## src/rtl/debug_buffer_tx.sv

```systemverilog
// Debug-buffer byte serializer: snapshots an N-bit buffer on start and feeds it LSB byte first to a UART TX core.
// Optional macro DBG_SYNC_HEADER_EN prepends a SYNC_BYTE header transfer to every frame.
module debug_buffer_tx #(
  parameter int N      = 1184,
  parameter int NBYTES = N / 8,
  parameter int CW     = 8
`ifdef DBG_SYNC_HEADER_EN
  , parameter logic [7:0] SYNC_BYTE = 8'hA5
`endif
) (
  input  logic         clk,
  input  logic         reset,
  input  logic         start,
  input  logic [N-1:0] buffer_envio,
  input  logic         tx_done_tick,
  output logic         tx_start,
  output logic [7:0]   tx_data,
  output logic         busy,
  output logic         done_tick,
  output logic [2:0]   dbg_state
);

  // Handshake: tx_start is a one-cycle load strobe; tx_data is held until the core
  // answers with a one-cycle tx_done_tick, and only ticks seen while waiting count.

  localparam int IW = $clog2(N);
  localparam logic [CW-1:0] LAST = CW'(NBYTES - 1);

  typedef enum logic [2:0] {
    S_IDLE = 3'd0,
    S_SEND = 3'd1,
    S_WAIT = 3'd2,
    S_DONE = 3'd3
`ifdef DBG_SYNC_HEADER_EN
    , S_HDR      = 3'd4,
    S_HDR_WAIT = 3'd5
`endif
  } state_t;

  state_t         state_q, state_d;
  logic [CW-1:0]  cnt_q, cnt_d;
  logic [N-1:0]   snap_q, snap_d;
  logic [IW-1:0]  bit_idx;

  always_ff @(posedge clk) begin
    if (reset) begin
      state_q <= S_IDLE;
      cnt_q   <= '0;
      snap_q  <= '0;
    end else begin
      state_q <= state_d;
      cnt_q   <= cnt_d;
      snap_q  <= snap_d;
    end
  end

  always_comb begin
    state_d   = state_q;
    cnt_d     = cnt_q;
    snap_d    = snap_q;
    tx_start  = 1'b0;
    done_tick = 1'b0;
    case (state_q)
      S_IDLE: begin
        if (start) begin
          snap_d  = buffer_envio;
          cnt_d   = '0;
`ifdef DBG_SYNC_HEADER_EN
          state_d = S_HDR;
`else
          state_d = S_SEND;
`endif
        end
      end
      S_SEND: begin
        tx_start = 1'b1;
        state_d  = S_WAIT;
      end
      S_WAIT: begin
        if (tx_done_tick) begin
          if (cnt_q == LAST) begin
            state_d = S_DONE;
          end else begin
            cnt_d   = cnt_q + 1'b1;
            state_d = S_SEND;
          end
        end
      end
      S_DONE: begin
        done_tick = 1'b1;
        state_d   = S_IDLE;
      end
`ifdef DBG_SYNC_HEADER_EN
      S_HDR: begin
        tx_start = 1'b1;
        state_d  = S_HDR_WAIT;
      end
      S_HDR_WAIT: begin
        if (tx_done_tick) state_d = S_SEND;
      end
`endif
      default: state_d = S_IDLE;
    endcase
    // Reset must never let a load strobe or completion pulse escape in its own cycle.
    if (reset) begin
      tx_start  = 1'b0;
      done_tick = 1'b0;
    end
  end

  assign bit_idx = IW'({cnt_q, 3'b000});

  always_comb begin
    tx_data = snap_q[bit_idx +: 8];
`ifdef DBG_SYNC_HEADER_EN
    if (state_q == S_HDR || state_q == S_HDR_WAIT) tx_data = SYNC_BYTE;
`endif
  end

  assign busy      = (state_q != S_IDLE) && !reset;
  assign dbg_state = state_q;

endmodule

```

## config.mk

```make
export PLATFORM = sky130hd
export DESIGN_NAME = debug_buffer_tx
export DESIGN_NICKNAME = d
export VERILOG_FILES = /design/src/rtl/debug_buffer_tx.sv
export SDC_FILE = /design/constraint.sdc
export NUM_CORES = 2
export LEC_CHECK = 0
export BUFFER_PORTS_ARGS = -buffer_cell sky130_fd_sc_hd__buf_2
export CAP_MARGIN = 25
export CORE_AREA = 3 3 473 475
export CTS_CLUSTER_SIZE = 40
export DETAILED_ROUTE_END_ITERATION = 16
export DIE_AREA = 0 0 476 478
export HOLD_SLACK_MARGIN = 0.08
export PLACE_DENSITY = 0.39
export SLEW_MARGIN = 5
export SYNTH_ARGS = -nofsm -noshare
export SYNTH_HDL_FRONTEND = slang
export SYNTH_SLANG_ARGS = --single-unit
```

## constraint.sdc

```tcl
create_clock -name clk -period 3.1 [get_ports clk]
set_clock_uncertainty 0.1 [all_clocks]
set_input_delay 0.155 -clock clk [delete_from_list [all_inputs] [get_ports clk]]
set_output_delay 0.155 -clock clk [all_outputs]
set_load 0.02 [all_outputs]
```

==> results of run 1 <==
## stage by stage
stage / utilization [%] / instance area (sq um) / instances / hold slack, ps
floorplan: - / 50300 / 6043 / 191
global placement: 27.8 / 61100 / 9997 / 302
detailed placement: 27.8 / 61100 / 9997 / 303
## synthesized netlist by cell type (5+ instances only)
| library cell | number | area (sq um) |
|---|---|---|
| or3b_2 | 5 | 43.8 |
| a31oi_1 | 9 | 56.3 |
| o21ai_0 | 9 | 45.0 |
| nand3_1 | 16 | 80.1 |
| a22o_1 | 24 | 210 |
| o21ai_1 | 6 | 30.0 |
| dfxtp_1 | 1194 | 23900 |
| mux4_2 | 245 | 5520 |
| buf_6 | 20 | 225 |
| nor2b_1 | 9 | 56.3 |
| buf_2 | 28 | 140 |
| buf_1 | 11 | 41.3 |
| mux2i_1 | 117 | 1170 |
| nand2_1 | 2434 | 9140 |
| a21oi_1 | 1213 | 6070 |
| nor2_1 | 37 | 139 |
| and3_1 | 5 | 31.3 |
| clkbuf_1 | 426 | 1600 |
| o22ai_1 | 47 | 294 |
| a211oi_1 | 12 | 90.1 |
| buf_12 | 6 | 120 |
| and2_1 | 5 | 31.3 |
| o221ai_1 | 14 | 123 |
| a2111oi_0 | 8 | 70.1 |
| buf_4 | 18 | 135 |
| nor4_1 | 7 | 43.8 |
| a221oi_1 | 9 | 78.8 |
| a22oi_1 | 29 | 218 |
| nor3_1 | 15 | 75.1 |
## cell families after synthesis
| kind of cell | Yosys count |
|---|---|
| AO/OA/AOI/OAI | 1405 |
| multiplexers | 364 |
| XOR/XNOR | 6 |
| AND/OR/NAND/NOR | 2556 |
| other | 1 |
| adder cells (fa/ha/maj) | 1 |
| buffers and inverters | 516 |
| flip-flops | 1194 |
==> impl_metrics.py, run 1 <==
metrics = {
    "placed_design": {
        "place_congestion": 0.887,
        "dpl_worst_slack_ps": -760,
        "hpwl_mm": 214,
        "place.port_buffers": 1200,
    },
    "synthesis": {
        "syn_area_sq_um": 50300,
        "ys_seq_area_share_pct": 47.5,
        "yosys.cell_types.count": 59,
        "syn_area_per_cell_sq_um": 8.33,
        "synth_edf_count": 0,
        "synth_top_family_by_area": "simple AND/OR/NAND/NOR gates",
        "synth_simple_gate_area_share_pct": 19.5,
        "synth_adder_area_share_pct": 0.0249,
        "synth-xor-area-share_pct": 0.104,
        "synthMuxAreaShare_pct": 13.3,
        "syn_inst": 6043,
        "synthFlopType": "dfxtp_1",
        "syn-num-nets": 7232,
        "synth_compound_area_share_pct": 15.0,
        "yosys_register_bits": 1194,
        "async_flop_share_pct": 0,
        "ys_warn_count": 0,
    },
    "run_status": {
        "error": "[ERROR RSZ-0060] Max buffer count reached.",
        "status": "did not finish",
        "stop_stage": "clock tree synthesis (4_1_cts)",
    },
    "floorplan": {
        "num_rows": 172,
        "io_pins": 1202,
        "die_x_microns": 476,
        "start_util_pct": 22.9,
        "die_h_microns": 478,
    },
    "clock_network": {
        "post-cts-setup-buffer-count": 56,
        "cts_buffer_depth": 3,
        "ctsRootBufferMaster": "clkbuf_16",
        "numCtsBuffers": 148,
        "ctsHtreeMaxLevel": 4,
        "ctsHoldBuffers": 2065,
        "post_cts_resized": 224,
        "cts_sinks": 1194,
    },
}
==> run 2: changes to the inputs <==
- CTS_CLUSTER_SIZE: 40 -> default
- HOLD_SLACK_MARGIN: 0.08 -> default
- PLACE_DENSITY: 0.39 -> default
- PLACE_DENSITY_LB_ADDON: default -> 0.15
==> impl_metrics.py, run 2 <==
metrics = {
    "run_status": {
        "status": "finished with violations",
        "violations": "hold timing, setup timing",
    },
    "clock_network": {
        "cts_buffer_depth": 3,
        "cts_sinks": 1194,
        "ctsHtreeMaxLevel": 4,
        "cts_tree": "done",
        "clk_latency_ps": 800,
        "numCtsBuffers": 147,
        "clk_pin_slew_ps": 60,
        "ctsRootBufferMaster": "clkbuf_16",
    },
    "sta": {
        "tightest_slew_ps": 889,
        "report.final.slew_viol_count": 0,
        "hold_violations": 22,
        "max_freq_mhz": 255,
        "slew_headroom_pct": 40.7,
        "hold_ws_ps": -43.3,
        "setup_slack_ps": -827,
        "finalCritPeriodShare_pct": 127,
        "finalSetupViolations": 8,
        "tns_ps": -5680,
        "rsz0062_at_grt": "yes",
        "min_period_ps": 3930,
    },
    "critical_path": {
        "required_ps": 2840,
        "arrival_ps": 3670,
        "criticalPathCategory": "reg2out",
        "critical_path.max_fanout": 6,
        "end_kind": "output port",
        "startpoint_type": "register",
    },
    "pwr": {
        "p_per_area_nw_per_um2": 502,
        "vdd_drop_max_v": 0.000520,
        "finalPower_mw": 42.1,
        "leakagePower_nw": 33.2,
    },
    "global_route": {
        "grt_pass1_wl_mm": 402,
        "grt_pass1_vias": 57357,
        "grt_overflow": 0,
        "antenna_found_initial": 54,
        "grt_max_degree": 150,
        "grt_use_total_pct": 24.3,
    },
    "synthesis": {
        "synth_common_cells": "2434 x nand2_1, 1213 x a21oi_1, 1194 x dfxtp_1, 426 x clkbuf_1, 245 x mux4_2",
        "synth_largest_area_cell": "dfxtp_1",
        "synthFlopType": "dfxtp_1",
        "yosysMostFrequentCell": "nand2_1",
        "yosys_register_bits": 1194,
        "async_flop_share_pct": 0,
        "synth_area_leaders": "dfxtp_1 47%, nand2_1 18%, a21oi_1 12%, mux4_2 11%, clkbuf_1 3.2%",
        "yosys.cell_types.count": 59,
        "ys_seq_area_share_pct": 47.5,
        "ys_warn_count": 0,
        "syn-num-nets": 7232,
        "syn_inst": 6043,
        "syn_area_sq_um": 50300,
        "synth_edf_count": 0,
        "yosysTopAreaCellShare_pct": 47.5,
        "syn_area_per_cell_sq_um": 8.33,
    },
    "finish": {
        "drive_above_1_share_pct": 24.9,
        "nNetsFinal": 10018,
        "top_register": "snap_q",
        "layout_commonest_cell": "nand2_1",
        "largest_register_ffs": 1184,
        "area_growth_pct": 66.4,
        "layout_common_cells": "2428 x nand2_1, 1554 x dlygate4sd3_1, 1203 x a21oi_1",
    },
    "detailed_routing": {
        "drtIter0Drc": 4047,
        "wl_mm": 288,
        "ant_nets": 0,
        "dr.pass1.iters": 5,
        "drc": 0,
        "vias": 55799,
        "vias_per_cell": 4.67,
        "routedWlPerCell_microns": 24.1,
    },
    "floorplan": {
        "io_pins": 1202,
        "die_h_microns": 478,
        "die_x_microns": 476,
        "start_util_pct": 22.9,
        "core_sq_um": 220000,
        "num_rows": 172,
        "dieArea_sq_um": 228000,
    },
    "job": {
        "maxCapViolCount": 0,
    },
    "placed_design": {
        "place.port_buffers": 1200,
        "place_congestion": 0.881,
        "hpwl_mm": 215,
    },
    "hold_path": {
        "min_path_type": "in2reg",
    },
}
run 2: cells by family (layout without fill, tap and decap cells):
logic type / after synthesis / after routing / synth area share [%]
compound gates: 1405 / 1405 / 15.0
xor+xnor: 6 / 6 / 0.104
fa+ha+maj: 1 / 1 / 0.0248
buf+inv: 516 / 3419 / 4.61
flops: 1194 / 1194 / 47.5
mux: 364 / 364 / 13.3
other cells: 1 / 55 / 0.00745
simple gates: 2556 / 2556 / 19.5
run 2: worst max-delay path, stage by stage, from the launching register on:
cell and delay, ps:
dfxtp_4 370, buf_12 150, buf_12 130, buf_16 140, mux4_2 550, a22oi_2 240
a21oi_1 90, a21o_2 280, a211oi_4 430, buf_6 170, o21ai_4 90, buf_6 150
run 2: worst paths after layout:
path / start / endpoint / slack [ps] / cells past startpoint
worst max-delay path: cnt_q[0] / tx_data[2] / -830 / 11
worst min-delay path: reset / snap_q[646] / -40 / 3
worst max register to register: cnt_q[7] / cnt_q[4] / 200 / 8
worst min register to register: snap_q[115] / snap_q[115] / 350 / 2
run 2: metrics by stage:
step	setup WS (ps)	area (sq um)	util [%]	cells
2_1_floorplan	717	50300	-	6043
3_3_place_gp	-977	61300	27.9	10035
3_5_place_dp	-938	61300	27.9	10036
4_1_cts	-918	83100	37.8	11885
5_1_grt	-875	83700	38.1	11944
6_report	-827	83800	38.1	11958
run 2: area by class of cell:
type | count | area, sq um
clock inverters | 50 | 551
flip-flops and latches | 1194 | 23900
diodes | 54 | 135
repair buffers | 3149 | 26000
fillers | 22325 | 136000
inverters | 4 | 17.5
multi-input cells | 4333 | 25200
clock buffers | 216 | 4260
well taps | 2958 | 3700
run 2: per-layer routing:
layer,vias up,wire (microns),part of all wire (%),GRT usage [%]
met5,-,79,0.027,0
met4,12,13800,4.8,11.0
met3,526,15400,5.3,3.60
met2,2054,134000,46,40.0
met1,27102,125000,43,31.4
li1,26105,-,-,-
run 2: power breakdown:
part | total, mW | switching, mW | internal (mW) | leakage, nW
Sequential | 17.1 | 0.696 | 16.4 | 9.81
Combinational | 7.64 | 3.86 | 3.78 | 21.1
Clock | 17.4 | 7.34 | 10.0 | 2.37
run 2: what timing repair did:
| item | in CTS | in global routing |
|---|---|---|
| cloned | 7 | 1 |
| gates resized for setup | 182 | 69 |
| pin swaps | 32 | 22 |
| endpoints found under the hold margin | 1187 | 0 |
| setup endpoints to repair | 8 | 8 |
| hold buffers | 1554 | 0 |
| buffers inserted | 28 | 21 |
Power figures use the tool's default switching activity.
